--- config.mk ---
export PLATFORM = sky130hd
export DESIGN_NAME = ghost_ai
export DESIGN_NICKNAME = d
export VERILOG_FILES = /design/src/rtl/ghost_ai.sv
export SDC_FILE = /design/constraint.sdc
export NUM_CORES = 1
export LEC_CHECK = 0
export BUFFER_PORTS_ARGS = -buffer_cell sky130_fd_sc_hd__buf_4
export CORE_MARGIN = 4
export CORE_UTILIZATION = 40
export CTS_CLUSTER_SIZE = 25
export DETAILED_ROUTE_END_ITERATION = 7
export PLACE_DENSITY = 0.56
export SYNTH_ARGS = -nofsm -noshare
export SYNTH_HDL_FRONTEND = slang
export SYNTH_SLANG_ARGS = --single-unit
--- constraint.sdc ---
create_clock -name clk -period 24.7 [get_ports clk]
set_input_delay 3.705 -clock clk [delete_from_list [all_inputs] [get_ports clk]]
set_output_delay 3.705 -clock clk [all_outputs]
set_load 0.05 [all_outputs]
--- src/rtl/ghost_ai.sv ---
// ghost_ai: tile-stepping ghost controller for a Pac-Man style maze.
// Each move_tick walks the FSM IDLE -> TARGET -> DECIDE -> STEP and moves
// the ghost one tile toward a personality-dependent target tile.
// Optional feature macro: GHOST_FRIGHT_EN (frightened random walk driven
// by a 16-bit LFSR). Without it, mode 2'b10 behaves like scatter.
module ghost_ai #(
    parameter int GHOST_ID = 2,
    parameter int CW       = 6,
    parameter int MAP_W    = 28,
    parameter int MAP_H    = 36,
    parameter int START_X  = 11,
    parameter int START_Y  = 19,
    parameter int SCAT_X   = 27,
    parameter int SCAT_Y   = 35
) (
    input  logic          clk,
    input  logic          reset,
    input  logic          move_tick,
    input  logic [1:0]    mode,
    input  logic [CW-1:0] pacX,
    input  logic [CW-1:0] pacY,
    input  logic [1:0]    pacDir,
    input  logic [CW-1:0] blinkyX,
    input  logic [CW-1:0] blinkyY,
    input  logic          canMoveUp,
    input  logic          canMoveRight,
    input  logic          canMoveDown,
    input  logic          canMoveLeft,
    output logic [CW-1:0] ghostX,
    output logic [CW-1:0] ghostY,
    output logic [1:0]    dir,
    output logic          step_done,
    output logic          busy
);

    localparam int TW = CW + 3;   // signed target arithmetic width
    localparam int DW = CW + 2;   // unsigned distance width

    localparam logic [1:0] IDLE   = 2'd0;
    localparam logic [1:0] TARGET = 2'd1;
    localparam logic [1:0] DECIDE = 2'd2;
    localparam logic [1:0] STEP   = 2'd3;

    localparam logic [1:0] D_UP    = 2'd0;
    localparam logic [1:0] D_RIGHT = 2'd1;
    localparam logic [1:0] D_DOWN  = 2'd2;
    localparam logic [1:0] D_LEFT  = 2'd3;

    localparam logic [1:0] M_CHASE   = 2'b00;
    localparam logic [1:0] M_SCATTER = 2'b01;

    localparam logic [CW-1:0] ZERO_C    = {CW{1'b0}};
    localparam logic [CW-1:0] ONE_C     = {{(CW-1){1'b0}}, 1'b1};
    localparam logic [CW-1:0] X_MAX     = CW'(MAP_W - 1);
    localparam logic [CW-1:0] Y_MAX     = CW'(MAP_H - 1);
    localparam logic [CW-1:0] START_XC  = CW'(START_X);
    localparam logic [CW-1:0] START_YC  = CW'(START_Y);
    localparam logic [CW-1:0] SCAT_XC   = CW'(SCAT_X);
    localparam logic [CW-1:0] SCAT_YC   = CW'(SCAT_Y);

    localparam logic signed [TW-1:0] ZERO_S  = {TW{1'b0}};
    localparam logic signed [TW-1:0] TWO_S   = TW'(2);
    localparam logic signed [TW-1:0] FOUR_S  = TW'(4);
    localparam logic signed [TW-1:0] X_MAX_S = TW'(MAP_W - 1);
    localparam logic signed [TW-1:0] Y_MAX_S = TW'(MAP_H - 1);

    localparam logic [DW-1:0] CLYDE_RADIUS = DW'(8);

    // Zero-extend a tile coordinate into the signed target domain.
    function automatic logic signed [TW-1:0] ext(input logic [CW-1:0] v);
        return $signed({3'b000, v});
    endfunction

    // Move a signed X coordinate n tiles along direction d.
    function automatic logic signed [TW-1:0] offset_x(input logic signed [TW-1:0] x,
                                                      input logic [1:0] d,
                                                      input logic signed [TW-1:0] n);
        case (d)
            D_RIGHT: return x + n;
            D_LEFT:  return x - n;
            default: return x;
        endcase
    endfunction

    // Move a signed Y coordinate n tiles along direction d (up is -Y).
    function automatic logic signed [TW-1:0] offset_y(input logic signed [TW-1:0] y,
                                                      input logic [1:0] d,
                                                      input logic signed [TW-1:0] n);
        case (d)
            D_UP:    return y - n;
            D_DOWN:  return y + n;
            default: return y;
        endcase
    endfunction

    // Clamp a signed coordinate into [0, vmax].
    function automatic logic [CW-1:0] clamp(input logic signed [TW-1:0] v,
                                            input logic signed [TW-1:0] vmax);
        if (v < ZERO_S) begin
            return ZERO_C;
        end else if (v > vmax) begin
            return vmax[CW-1:0];
        end else begin
            return v[CW-1:0];
        end
    endfunction

    // Absolute difference of two unsigned coordinates.
    function automatic logic [CW-1:0] abs_diff(input logic [CW-1:0] a, input logic [CW-1:0] b);
        if (a >= b) begin
            return a - b;
        end else begin
            return b - a;
        end
    endfunction

    // Manhattan distance between two tiles.
    function automatic logic [DW-1:0] manhattan(input logic [CW-1:0] ax, input logic [CW-1:0] ay,
                                                input logic [CW-1:0] bx, input logic [CW-1:0] by);
        return {2'b00, abs_diff(ax, bx)} + {2'b00, abs_diff(ay, by)};
    endfunction

    // Tie-break order for the greedy choice: up, left, down, right.
    function automatic logic [1:0] prio_dir(input logic [1:0] k);
        case (k)
            2'd0:    return D_UP;
            2'd1:    return D_LEFT;
            2'd2:    return D_DOWN;
            default: return D_RIGHT;
        endcase
    endfunction

    logic [1:0]    state_r;
    logic [CW-1:0] tgt_x_r;
    logic [CW-1:0] tgt_y_r;
    logic [1:0]    prev_mode_r;
    logic          rev_flag_r;
    logic          move_r;

    logic signed [TW-1:0] pac_x_s;
    logic signed [TW-1:0] pac_y_s;
    logic signed [TW-1:0] ahead_x_s;
    logic signed [TW-1:0] ahead_y_s;
    logic signed [TW-1:0] chase_x_s;
    logic signed [TW-1:0] chase_y_s;
    logic                 clyde_far_s;
    logic [CW-1:0]        tgt_x_s;
    logic [CW-1:0]        tgt_y_s;

    logic [CW-1:0] left_x_s;
    logic [CW-1:0] right_x_s;
    logic [CW-1:0] up_y_s;
    logic [CW-1:0] down_y_s;
    logic [DW-1:0] dist_s [4];

    logic [3:0]    open_s;
    logic [3:0]    cand_s;
    logic [1:0]    rev_s;
    logic [1:0]    best_dir_s;
    logic [DW-1:0] best_d_s;
    logic          found_s;
    logic [1:0]    idx_s;
    logic          take_s;
    logic [1:0]    pick_dir_s;
    logic [1:0]    next_dir_s;
    logic          move_s;

`ifdef GHOST_FRIGHT_EN
    localparam logic [1:0]  M_FRIGHT   = 2'b10;
    localparam logic [15:0] LFSR_SEED  = 16'hACE1 + 16'(GHOST_ID);

    logic [15:0] lfsr_r;
    logic        fright_r;
    logic [1:0]  rand_dir_s;
    logic        rand_found_s;
    logic [1:0]  rand_idx_s;
    logic        rand_take_s;
`endif

    // Personality target for chase mode, and final target selection by mode.
    always_comb begin
        pac_x_s     = ext(pacX);
        pac_y_s     = ext(pacY);
        ahead_x_s   = offset_x(pac_x_s, pacDir, TWO_S);
        ahead_y_s   = offset_y(pac_y_s, pacDir, TWO_S);
        clyde_far_s = (manhattan(ghostX, ghostY, pacX, pacY) > CLYDE_RADIUS);
        chase_x_s   = pac_x_s;
        chase_y_s   = pac_y_s;
        if (GHOST_ID == 1) begin
            chase_x_s = offset_x(pac_x_s, pacDir, FOUR_S);
            chase_y_s = offset_y(pac_y_s, pacDir, FOUR_S);
        end else if (GHOST_ID == 2) begin
            chase_x_s = (ahead_x_s <<< 1) - ext(blinkyX);
            chase_y_s = (ahead_y_s <<< 1) - ext(blinkyY);
        end else if (GHOST_ID == 3) begin
            chase_x_s = clyde_far_s ? pac_x_s : ext(SCAT_XC);
            chase_y_s = clyde_far_s ? pac_y_s : ext(SCAT_YC);
        end else begin
            chase_x_s = pac_x_s;
            chase_y_s = pac_y_s;
        end
        if (mode == M_CHASE) begin
            tgt_x_s = clamp(chase_x_s, X_MAX_S);
            tgt_y_s = clamp(chase_y_s, Y_MAX_S);
        end else begin
            tgt_x_s = SCAT_XC;
            tgt_y_s = SCAT_YC;
        end
    end

    // Neighbour tiles (horizontal wrap) and their distances to the target.
    always_comb begin
        left_x_s  = (ghostX == ZERO_C) ? X_MAX : ghostX - ONE_C;
        right_x_s = (ghostX == X_MAX) ? ZERO_C : ghostX + ONE_C;
        up_y_s    = ghostY - ONE_C;
        down_y_s  = ghostY + ONE_C;
        dist_s[D_UP]    = manhattan(ghostX, up_y_s, tgt_x_r, tgt_y_r);
        dist_s[D_RIGHT] = manhattan(right_x_s, ghostY, tgt_x_r, tgt_y_r);
        dist_s[D_DOWN]  = manhattan(ghostX, down_y_s, tgt_x_r, tgt_y_r);
        dist_s[D_LEFT]  = manhattan(left_x_s, ghostY, tgt_x_r, tgt_y_r);
    end

    // Greedy minimum-distance pick among open, non-reverse neighbours.
    always_comb begin
        open_s     = {canMoveLeft, canMoveDown, canMoveRight, canMoveUp};
        rev_s      = dir ^ 2'b10;
        cand_s     = open_s & ~(4'b0001 << rev_s);
        best_dir_s = D_UP;
        best_d_s   = {DW{1'b1}};
        found_s    = 1'b0;
        idx_s      = D_UP;
        take_s     = 1'b0;
        for (int k = 0; k < 4; k++) begin
            idx_s      = prio_dir(k[1:0]);
            take_s     = cand_s[idx_s] && (!found_s || (dist_s[idx_s] < best_d_s));
            best_dir_s = take_s ? idx_s : best_dir_s;
            best_d_s   = take_s ? dist_s[idx_s] : best_d_s;
            found_s    = found_s | take_s;
        end
    end

`ifdef GHOST_FRIGHT_EN
    // Frightened pick: first legal direction rotating from lfsr[1:0].
    always_comb begin
        rand_dir_s   = lfsr_r[1:0];
        rand_found_s = 1'b0;
        rand_idx_s   = lfsr_r[1:0];
        rand_take_s  = 1'b0;
        for (int k = 0; k < 4; k++) begin
            rand_idx_s   = lfsr_r[1:0] + k[1:0];
            rand_take_s  = !rand_found_s && cand_s[rand_idx_s];
            rand_dir_s   = rand_take_s ? rand_idx_s : rand_dir_s;
            rand_found_s = rand_found_s | rand_take_s;
        end
        pick_dir_s = fright_r ? rand_dir_s : best_dir_s;
    end
`else
    // Without frightened support the greedy pick is always used.
    always_comb begin
        pick_dir_s = best_dir_s;
    end
`endif

    // Final direction: forced reversal, normal pick, sole reverse, or stay.
    always_comb begin
        next_dir_s = dir;
        move_s     = 1'b0;
        if (rev_flag_r && open_s[rev_s]) begin
            next_dir_s = rev_s;
            move_s     = 1'b1;
        end else if (cand_s != 4'b0000) begin
            next_dir_s = pick_dir_s;
            move_s     = 1'b1;
        end else if (open_s[rev_s]) begin
            next_dir_s = rev_s;
            move_s     = 1'b1;
        end else begin
            next_dir_s = dir;
            move_s     = 1'b0;
        end
    end

    // Step sequencer: one cycle per state, ticks accepted only in IDLE.
    always_ff @(posedge clk or posedge reset) begin
        if (reset) begin
            state_r   <= IDLE;
            busy      <= 1'b0;
            step_done <= 1'b0;
        end else begin
            step_done <= 1'b0;
            case (state_r)
                IDLE: begin
                    if (move_tick) begin
                        state_r <= TARGET;
                        busy    <= 1'b1;
                    end else begin
                        state_r <= IDLE;
                        busy    <= 1'b0;
                    end
                end
                TARGET: state_r <= DECIDE;
                DECIDE: state_r <= STEP;
                STEP: begin
                    state_r   <= IDLE;
                    busy      <= 1'b0;
                    step_done <= 1'b1;
                end
                default: begin
                    state_r <= IDLE;
                    busy    <= 1'b0;
                end
            endcase
        end
    end

    // Latch target and mode history in TARGET; reversal request is used once.
    always_ff @(posedge clk or posedge reset) begin
        if (reset) begin
            tgt_x_r     <= START_XC;
            tgt_y_r     <= START_YC;
            prev_mode_r <= M_SCATTER;
            rev_flag_r  <= 1'b0;
        end else if (state_r == TARGET) begin
            tgt_x_r     <= tgt_x_s;
            tgt_y_r     <= tgt_y_s;
            prev_mode_r <= mode;
            rev_flag_r  <= rev_flag_r | (mode != prev_mode_r);
        end else if (state_r == DECIDE) begin
            rev_flag_r  <= 1'b0;
        end
    end

`ifdef GHOST_FRIGHT_EN
    // Frightened flag latched with the target; LFSR advances every DECIDE.
    always_ff @(posedge clk or posedge reset) begin
        if (reset) begin
            fright_r <= 1'b0;
            lfsr_r   <= LFSR_SEED;
        end else if (state_r == TARGET) begin
            fright_r <= (mode == M_FRIGHT);
        end else if (state_r == DECIDE) begin
            lfsr_r   <= {lfsr_r[14:0], lfsr_r[15] ^ lfsr_r[13] ^ lfsr_r[12] ^ lfsr_r[10]};
        end
    end
`endif

    // Register the chosen heading and whether the ghost will move.
    always_ff @(posedge clk or posedge reset) begin
        if (reset) begin
            dir    <= D_RIGHT;
            move_r <= 1'b0;
        end else if (state_r == DECIDE) begin
            dir    <= next_dir_s;
            move_r <= move_s;
        end
    end

    // Apply the one-tile move in STEP; X wraps, Y saturates at the map edge.
    always_ff @(posedge clk or posedge reset) begin
        if (reset) begin
            ghostX <= START_XC;
            ghostY <= START_YC;
        end else if ((state_r == STEP) && move_r) begin
            case (dir)
                D_UP:    ghostY <= (ghostY == ZERO_C) ? ghostY : up_y_s;
                D_RIGHT: ghostX <= right_x_s;
                D_DOWN:  ghostY <= (ghostY == Y_MAX) ? ghostY : down_y_s;
                D_LEFT:  ghostX <= left_x_s;
                default: ghostX <= ghostX;
            endcase
        end
    end

endmodule

# After elaboration in Yosys (flattened, before gate mapping)
# Cells that the tools add are included.
# totals
romBits	0
out_inout_bits	16
inputBits	35
word_cells	142
latch_bits	0
register_bits	34
mem_count	0
ram_bits	0
# op_classes
muxes	41
bitwise_logic	7
add_sub_neg	26
order_cmp	14
multipliers	0
div_mod_pow	0
n_eq_ne	14
reduce_logical	27
shifts	1
# ops
op	n
2-to-1 mux 6 bit	16
subtractor 6 bit	12
greater-or-equal comparator 6 bit	6
one-hot mux 8 bit (2 select lines)	2
adder 6 x 6 -> 7 bit	4
< comparator 7 x 8 -> 1 bit	3
2-to-1 mux 8 bit	3
one-hot mux 6 bit (2 select lines)	2
< comparator 9 x 1 -> 1 bit (second input constant)	2
subtractor 9 x 7 -> 9 bit	2
adder 6 x 2 -> 7 bit (second input constant)	2
subtractor 6 x 2 -> 7 bit (second input constant)	2
adder 6 x 1 -> 6 bit (second input constant)	2
== test 2 bit (second input constant)	6
logical NOT 6 bit	2
2-to-1 mux 2 bit	6
subtractor 6 x 1 -> 6 bit (second input constant)	2
greater-than comparator 9 x 6 -> 1 bit (second input constant)	1
greater-than comparator 9 x 7 -> 1 bit (second input constant)	1
2-to-1 mux 1 bit	9
logical NOT 2 bit	4
one-hot mux 2 bit (4 select lines)	1
nonzero test 2 bit	4
== test 2 x 1 -> 1 bit (second input constant)	3
20 further kinds	33

# Longest topological paths before layout
# Gate-level depths: netlist (run 1).
# depth
ltp_word	19
ltp_mapped	42
ltp_nobuf	40

# Worst setup path after synthesis (run 1)
# OpenSTA, ideal clock, no wires.
# synth_path
path_kind	input-to-reg
start	input canMoveUp
end	register dir[1]
setup_slack_ns	15.788
setup_ns	0.126
t_required_ns	24.574
arrival_time_ns	8.786
n_path_buf	2
path_stages	27
path_cell_list	buf_2 nand2_1 or3_1 mux2i_1 nor2_1 inv_1 ha_1 a211o_1 a2111oi_2 a221o_2 nor2_1 a21oi_1 ha_1 a2111oi_0 o311ai_1 o32ai_2 buf_2 inv_1 o21ai_0 ha_1 a21o_1 a21o_1 a21o_1 a21oi_1 o211ai_1 a31o_1 a221o_1
# synth_via
elab_chain_cells	16
elab_cells_between_ends	29
classes_between	3 x order compare; 10 x mux; 3 x bitwise; 13 x reduce/logical
# synth_lines
element	line	rtl
from (decl)	25	input logic canMoveUp,
bitwise AND 4 bit	227	cand_s = open_s & ~(4'b0001 << rev_s);
2-to-1 mux 8 bit	237	best_d_s = take_s ? dist_s[idx_s] : best_d_s;
< comparator 7 x 8 -> 1 bit	235	take_s = cand_s[idx_s] && (!found_s || (dist_s[idx_s] < best_d_s));
logical OR 1 bit	235	
logical AND 1 bit	235	
2-to-1 mux 8 bit / OR 1 bit (equally long branches)	237, 238	
< comparator 7 x 8 -> 1 bit / logical NOT 1 bit (equally long branches)	235	
logical OR 1 bit	235	
logical AND 1 bit	235	
2-to-1 mux 8 bit / OR 1 bit (equally long branches)	237, 238	
< comparator 7 x 8 -> 1 bit / logical NOT 1 bit (equally long branches)	235	
logical OR 1 bit	235	
logical AND 1 bit	235	
2-to-1 mux 2 bit	236	best_dir_s = take_s ? idx_s : best_dir_s;
2-to-1 mux 2 bit	271	end else if (cand_s != 4'b0000) begin
2-to-1 mux 2 bit	268	if (rev_flag_r && open_s[rev_s]) begin
to (signal assigned)	353	dir <= next_dir_s;
to (decl)	31	output logic [1:0] dir,
# Several ways; a longest one is shown, not always the timed one. The select of a mux whose other input is x is not followed.
# A chain may end at the register's enable or synchronous reset.

# Worst setup path in the final report (run 1)
# layout_path
start	register ghostX[0]
end	register dir[1]
# layout_via
elab_chain_cells	19
elab_cells_between_ends	43
classes_between	12 x add/sub; 6 x order compare; 1 x eq/ne; 13 x mux; 2 x bitwise; 9 x reduce/logical
# layout_lines
element	line	rtl
from (decl)	29	output logic [CW-1:0] ghostX,
from (signal assigned)	366	D_RIGHT: ghostX <= right_x_s;
from (signal assigned)	368	D_LEFT: ghostX <= left_x_s;
from (signal assigned)	369	default: ghostX <= ghostX;
subtractor 6 x 1 -> 6 bit / logical NOT 6 bit (equally long branches)	213	left_x_s = (ghostX == ZERO_C) ? X_MAX : ghostX - ONE_C;
2-to-1 mux 6 bit	213	
subtractor 6 bit (tied with other cells)	113	return b - a;
2-to-1 mux 6 bit	110	if (a >= b) begin
adder 6 x 6 -> 7 bit	120	return {2'b00, abs_diff(ax, bx)} + {2'b00, abs_diff(ay, by)};
< comparator 7 x 8 -> 1 bit	235	
logical OR 1 bit	235	
logical AND 1 bit	235	
(+3 left out)	n/a	
logical AND 1 bit	235	
2-to-1 mux 8 bit / OR 1 bit (equally long branches)	237, 238	
< comparator 7 x 8 -> 1 bit / logical NOT 1 bit (equally long branches)	235	
logical OR 1 bit	235	
logical AND 1 bit	235	
2-to-1 mux 2 bit (*)	236	
2-to-1 mux 2 bit (*)	271	
2-to-1 mux 2 bit (*)	268	
# Mark *: on every way between the ends. The rest lies on a longest branch, timed or not.

==> results.cfg, run 1 <==
[synthesis]
syn_area_um2 = 7113
synthCells = 884
synth_edf_count = 0
yosysSeqAreaShare = 0.1221
synth_cell_type_count = 80
syn_nets = 1065
ys.flop_type = dfrtp_1
syn_area_per_cell_um2 = 8.046
ys_ff_latch = 34
async_reset_ff_frac = 1.000
synth_warnings = 0

[die]
ioPinCount = 51
core_um2 = 17360
dieArea_um2 = 19980
die_h_um = 141.4
die_w_um = 141.4
std_cell_rows = 48
initial_utilization = 0.4098

[setup_path]
crit_slowest_cell = o32ai_2
cp-endpoint = dir[1]
cp.arrival_ns = 9.73
crit_fanout = 12
reg2reg_from = ghostX[0]
reg2reg_slack_ns = 15.13
cp.required_ns = 24.86
worstSetupStartpoint = ghostX[0]
critical_path_class = flip-flop to flip-flop
path_common_cell = ha_1
cp-end-kind = flip-flop
rr_endpoint = dir[1]
r2r.worst_path.cells = 36
critPathLaunchType = flip-flop
slowest_delay_ns = 0.65

[detailed_routing]
firstDrtPassIters = 5
viasPerCell = 5.416
wl_met1_mm = 8.935
drc = 0
drtAntennaViolNets = 0
highest_layer = met4
drt-initial-drc-count = 316
routed_wl_mm = 18.10
wire_per_inst_um = 15.76
met2_length_mm = 8.445
vias = 6217
wl_met3_um = 573

[sta]
drv_slew = 0
post-route-period-util = 0.3876
tightest_slew_ns = 1.070
rsz0062_at_grt = false
fin_setup_tns_ns = 0
fmax_mhz = 104.4
hold_viol = 0
relSlewSlack = 0.2822
finClkSkew_ns = 0.007940
setup_viol = 0
fin_crit_ns = 9.575

[grt]
grt_first_pass_wirelength_mm = 30.17
overflow = 0
antenna_found_initial = 0
grt_usage = 0.1818
grt_max_degree = 35
grt_pass1_vias = 5989

[clock_tree]
root_buffer = clkbuf_16
clock-sinks = 34
cts-resized-gates = 0
clkTransAtPathRegs_ns = 0.06
cts_htree_levels = 2
numCtsBuffers = 5
cts_setup_buffers = 0
cts.path.max_buffers = 2
hold_buffers = 0
worst_skew_pair.late_latency_ns = 0.28
cts_tree = done

[placement]
hpwl_mm = 15.17
port_buffers = 50
routabilityCongestion = 0.9057

[final_layout]
fill_cells = 1744
synthToLayoutAreaGrowth_pct = 10.15
multi_input_area_um2 = 5774
drive_above_1_share = 0.1213
antenna_cells = 0
fin_nets = 1103
register_area_um2 = 868.3
layout_commonest_cell = ha_1
layout_common_cells = ha_1, inv_1, nand2_1, a21oi_1, nor2_1

[outcome]
status = finished clean

[run]
max-cap-violations = 0

[hold_path]
hp-class = flip-flop to flip-flop
-- through the flow --
step,cells,utilization,area [um2],hold slack (ns),worst slack [ns]
after floorplan,884,-,7113,0.4770,15.79
after global placement,1140,0.4429,7687,0.5108,15.23
after detailed placement,1140,0.4429,7687,0.5198,15.09
after CTS,1148,0.4514,7835,0.5315,15.14
after global routing,1148,0.4514,7835,0.5484,14.39
final,1148,0.4514,7835,0.5262,15.13
-- cell families after synthesis --
family	after synthesis	synth area share
XOR/XNOR	70	0.08619
AO/OA/AOI/OAI	233	0.2209
AND/OR/NAND/NOR	244	0.1717
multiplexers	37	0.05717
flip-flops	34	0.1221
buffers and inverters	120	0.06614
adder cells (fa/ha/maj)	146	0.2758
-- sequential cells by signal, indices dropped and copies added, names as in the netlist --
signal / flops
prev_mode_r: 2
busy: 1
ghostX: 6
move_r: 1
rev_flag_r: 1
step_done: 1
dir: 2
tgt_x_r: 6
ghostY: 6
state_r: 2
tgt_y_r: 6
-- area by class of cell --
cell class | count | area share
clock buffer | 7 | 0.01821
clock inverter | 1 | 0.0006388
inverter | 99 | 0.04759
multi-input combinational | 730 | 0.7370
sequential | 34 | 0.1108
tap | 225 | 0.03593
timing repair buffer | 52 | 0.04982
-- metal layers --
metal,up-vias,track usage
li1,3208,-
met5,-,0
met4,0,0.02856
met2,122,0.3045
met3,11,0.01820
met1,2876,0.2585
-- worst max-delay path: cells and delay by family, from the launching register on --
kind | cells | cell delay, ns
DFF | 1 | 0.62
adders and majority gates | 6 | 2.07
and+or+nand+nor | 3 | 0.21
AOI/OAI and AO/OA | 22 | 5.71
buffers and inverters | 4 | 0.61
xor gates and xnor gates | 1 | 0.21
-- synth_stat cells (all sizes together), types with 4 or more instances --
| library cell | instances | area, um2 |
|---|---|---|
| nor2b | 16 | 100.1 |
| or3 | 5 | 31.28 |
| buf | 8 | 48.80 |
| a211oi | 10 | 75.07 |
| dfrtp | 20 | 500.5 |
| o21ai | 47 | 235.2 |
| a21o | 20 | 150.1 |
| dfstp | 14 | 367.9 |
| nand2b | 6 | 45.04 |
| inv | 98 | 367.9 |
| a2111oi | 6 | 65.06 |
| xnor2 | 47 | 411.6 |
| xor2 | 23 | 201.4 |
| nor4 | 4 | 25.02 |
| nand3 | 20 | 100.1 |
| ha | 128 | 1602 |
| mux2i | 17 | 170.2 |
| a21oi | 61 | 309.1 |
| mux2 | 19 | 214.0 |
| o21a | 15 | 112.6 |
| clkbuf | 13 | 48.80 |
| a21boi | 5 | 41.29 |
| and2 | 11 | 68.82 |
| o22ai | 10 | 62.56 |
| nor2 | 58 | 217.7 |
| or2 | 4 | 25.02 |
| nand4 | 10 | 62.56 |
| nand2 | 62 | 232.7 |
| and3 | 7 | 43.79 |
| o21bai | 12 | 90.09 |
| nor3 | 25 | 125.1 |
| fa | 18 | 360.4 |
| a32o | 4 | 40.04 |
| a31oi | 9 | 56.30 |
-- how the worst min path moves through the flow --
stage / to / startpoint / cells past startpoint
2_1_floorplan: tgt_x_r[5] / tgt_x_r[5] / 2
3_3_place_gp: prev_mode_r[1] / prev_mode_r[1] / 1
3_5_place_dp: prev_mode_r[1] / prev_mode_r[1] / 1
4_1_cts: prev_mode_r[1] / prev_mode_r[1] / 1
5_1_grt: prev_mode_r[1] / prev_mode_r[1] / 1
6_report: prev_mode_r[1] / prev_mode_r[1] / 1
Power of run 1 is left out: the tool's default activity adds up to more than one toggle a clock period on the data nets, which glitch-free logic cannot reach.
==> run 2: changes to the inputs <==
- ABC_AREA: not set -> 1
- PLACE_DENSITY: 0.56 -> 0.58
- clock period: 24.7 -> 8.43 ns (I/O delays scaled with it)
==> run 2 against run 1 <==
Effect of this change:
- non-clock buffer count shrank 1
- critical path depth grew 7
- register-to-register slack lost 14 ns
- worst hold slack lost 0.057 ns
- routed wire length shrank 1.2%
- fmax grew 26%
- global-route usage grew 0.41 points
==> results.cfg, run 2 <==
[grt]
antenna_found_initial = 0
grt_pass1_vias = 6223
grt_max_degree = 35
grt_usage = 0.1859
overflow = 0
grt_first_pass_wirelength_mm = 29.81

[placement]
port_buffers = 50
hpwl_mm = 15.28
routabilityCongestion = 0.9035
dp_cells = 1221

[setup_path]
cp-end-kind = flip-flop
slowest_delay_ns = 0.60
path_common_cell = nand2_1
crit_slowest_cell = dfstp_2
crit_fanout = 15
critPathLaunchType = flip-flop
cp.arrival_ns = 7.75
critical_path_class = flip-flop to flip-flop
cp.required_ns = 8.61

[final_layout]
fill_cells = 1759
layout_commonest_cell = inv_1
layout_common_cells = inv_1, nand2_1, ha_1, a21oi_1, o21ai_0
synthToLayoutAreaGrowth_pct = 11.31
antenna_cells = 0
fin_nets = 1190
layout.cells.non_filler = 1229
drive_above_1_share = 0.09316

[die]
core_um2 = 16640
dieArea_um2 = 19150
die_w_um = 138.4
ioPinCount = 51
initial_utilization = 0.4087
die_h_um = 138.4
std_cell_rows = 47

[sta]
hold_viol = 0
fmax_mhz = 132.0
finClkSkew_ns = 0.005939
fin_setup_tns_ns = 0
relSlewSlack = 0.3155
setup_viol = 0
drv_slew = 0
post-route-period-util = 0.8984
tightest_slew_ns = 1.016
rsz0062_at_grt = false
fin_crit_ns = 7.573

[synthesis]
synth_edf_count = 0
synth.area.top_cells = ha_1, inv_1, nand2_1
async_reset_ff_frac = 1.000
syn_area_um2 = 6802
synth_most_common_cell = inv_1
synthCells = 956
syn_nets = 1138
synth_top_cell_by_area = ha_1
yosysTopAreaCellShare = 0.2373
synth_commonest_cells = inv_1, nand2_1, ha_1, a21oi_1, o21ai_0
ys_ff_latch = 34
syn_area_per_cell_um2 = 7.115
synth_warnings = 0
ys.flop_type = dfrtp_1
yosysSeqAreaShare = 0.1277
synth_cell_type_count = 47

[clock_tree]
worst_skew_pair.late_latency_ns = 0.29
hold_buffers = 0
clkTransAtPathRegs_ns = 0.06
cts.path.max_buffers = 2
clock-sinks = 34
root_buffer = clkbuf_16
numCtsBuffers = 5
cts_htree_levels = 2
cts_tree = done

[detailed_routing]
firstDrtPassIters = 5
wire_per_inst_um = 14.55
drtAntennaViolNets = 0
drt-initial-drc-count = 331
routed_wl_mm = 17.88
drc = 0
viasPerCell = 5.064
vias = 6224

[outcome]
status = finished clean

[hold_path]
hp-class = flip-flop to flip-flop

[run]
max-cap-violations = 0
## run 2: worst paths after layout
| check | start | endpoint | slack (ns) | depth (start not counted) |
|---|---|---|---|---|
| worst max-delay path | ghostX[0] | dir[1] | 0.86 | 43 |
| worst min-delay path | prev_mode_r[0] | prev_mode_r[0] | 0.47 | 2 |
| worst max register to register | ghostX[0] | dir[1] | 0.86 | 43 |
| worst min register to register | prev_mode_r[0] | prev_mode_r[0] | 0.47 | 2 |
| max in group asynchronous | reset | ghostY[1] | 7.00 | 3 |
| min in group asynchronous | reset | tgt_x_r[5] | 1.08 | 3 |
## run 2: per-stage QoR
step / worst slack [ns] / area [um2] / hold slack (ns) / util
floorplan: 1.379 / 6802 / 0.4489 / -
global placement: 0.9933 / 7428 / 0.4604 / 0.4464
detailed placement: 0.8677 / 7428 / 0.4604 / 0.4464
CTS: 0.8421 / 7571 / 0.4692 / 0.4549
global route: 0.008137 / 7571 / 0.5225 / 0.4549
finish: 0.8568 / 7571 / 0.4689 / 0.4549
## run 2: per-layer routing
layer  up-vias  routed length, um  GRT usage
met1      2840               8563     0.2531
met4         0                320    0.04680
met2       133               8308     0.3181
li1       3232                  -          -
met3        19                691    0.01692
met5         -                  0          0
## run 2: layout make-up
| cell class | count | area [um2] | share of cell area |
|---|---|---|---|
| Tap cell | 220 | 275.3 | 0.03636 |
| Inverter | 215 | 807.0 | 0.1066 |
| Sequential cell | 34 | 868.3 | 0.1147 |
| Multi-Input combinational cell | 701 | 5095 | 0.6729 |
| Timing Repair Buffer | 51 | 382.9 | 0.05057 |
| Clock buffer | 6 | 128.9 | 0.01702 |
| Clock inverter | 2 | 13.76 | 0.001818 |
## run 2: kinds of logic (layout without fill, tap and decap cells)
group / count (synthesis) / after routing / share of synthesized area
and+or+nand+nor: 269 / 269 / 0.1755
buffers and inverters: 221 / 274 / 0.1233
AOI/OAI and AO/OA: 206 / 206 / 0.1794
adders and majority gates: 147 / 147 / 0.2903
xor gates and xnor gates: 67 / 67 / 0.08628
DFF: 34 / 34 / 0.1277
muxes: 12 / 12 / 0.01766
## run 2: repair_timing
action | 4_1_cts | 5_1_grt
gates resized for setup | 0 | 3
buffers inserted | 0 | 0
setup endpoints to repair | 0 | 1
## run 2: worst max-delay path, delay by kind of cell, from the launching register on
| kind | cells | cell delay [ns] |
|---|---|---|
| XOR/XNOR | 2 | 0.41 |
| buffers and inverters | 6 | 0.68 |
| adder cells (fa/ha/maj) | 6 | 1.80 |
| AND/OR/NAND/NOR | 18 | 2.11 |
| flip-flops | 1 | 0.60 |
| AO/OA/AOI/OAI | 11 | 1.83 |
Power of run 2 is left out for the same reason.
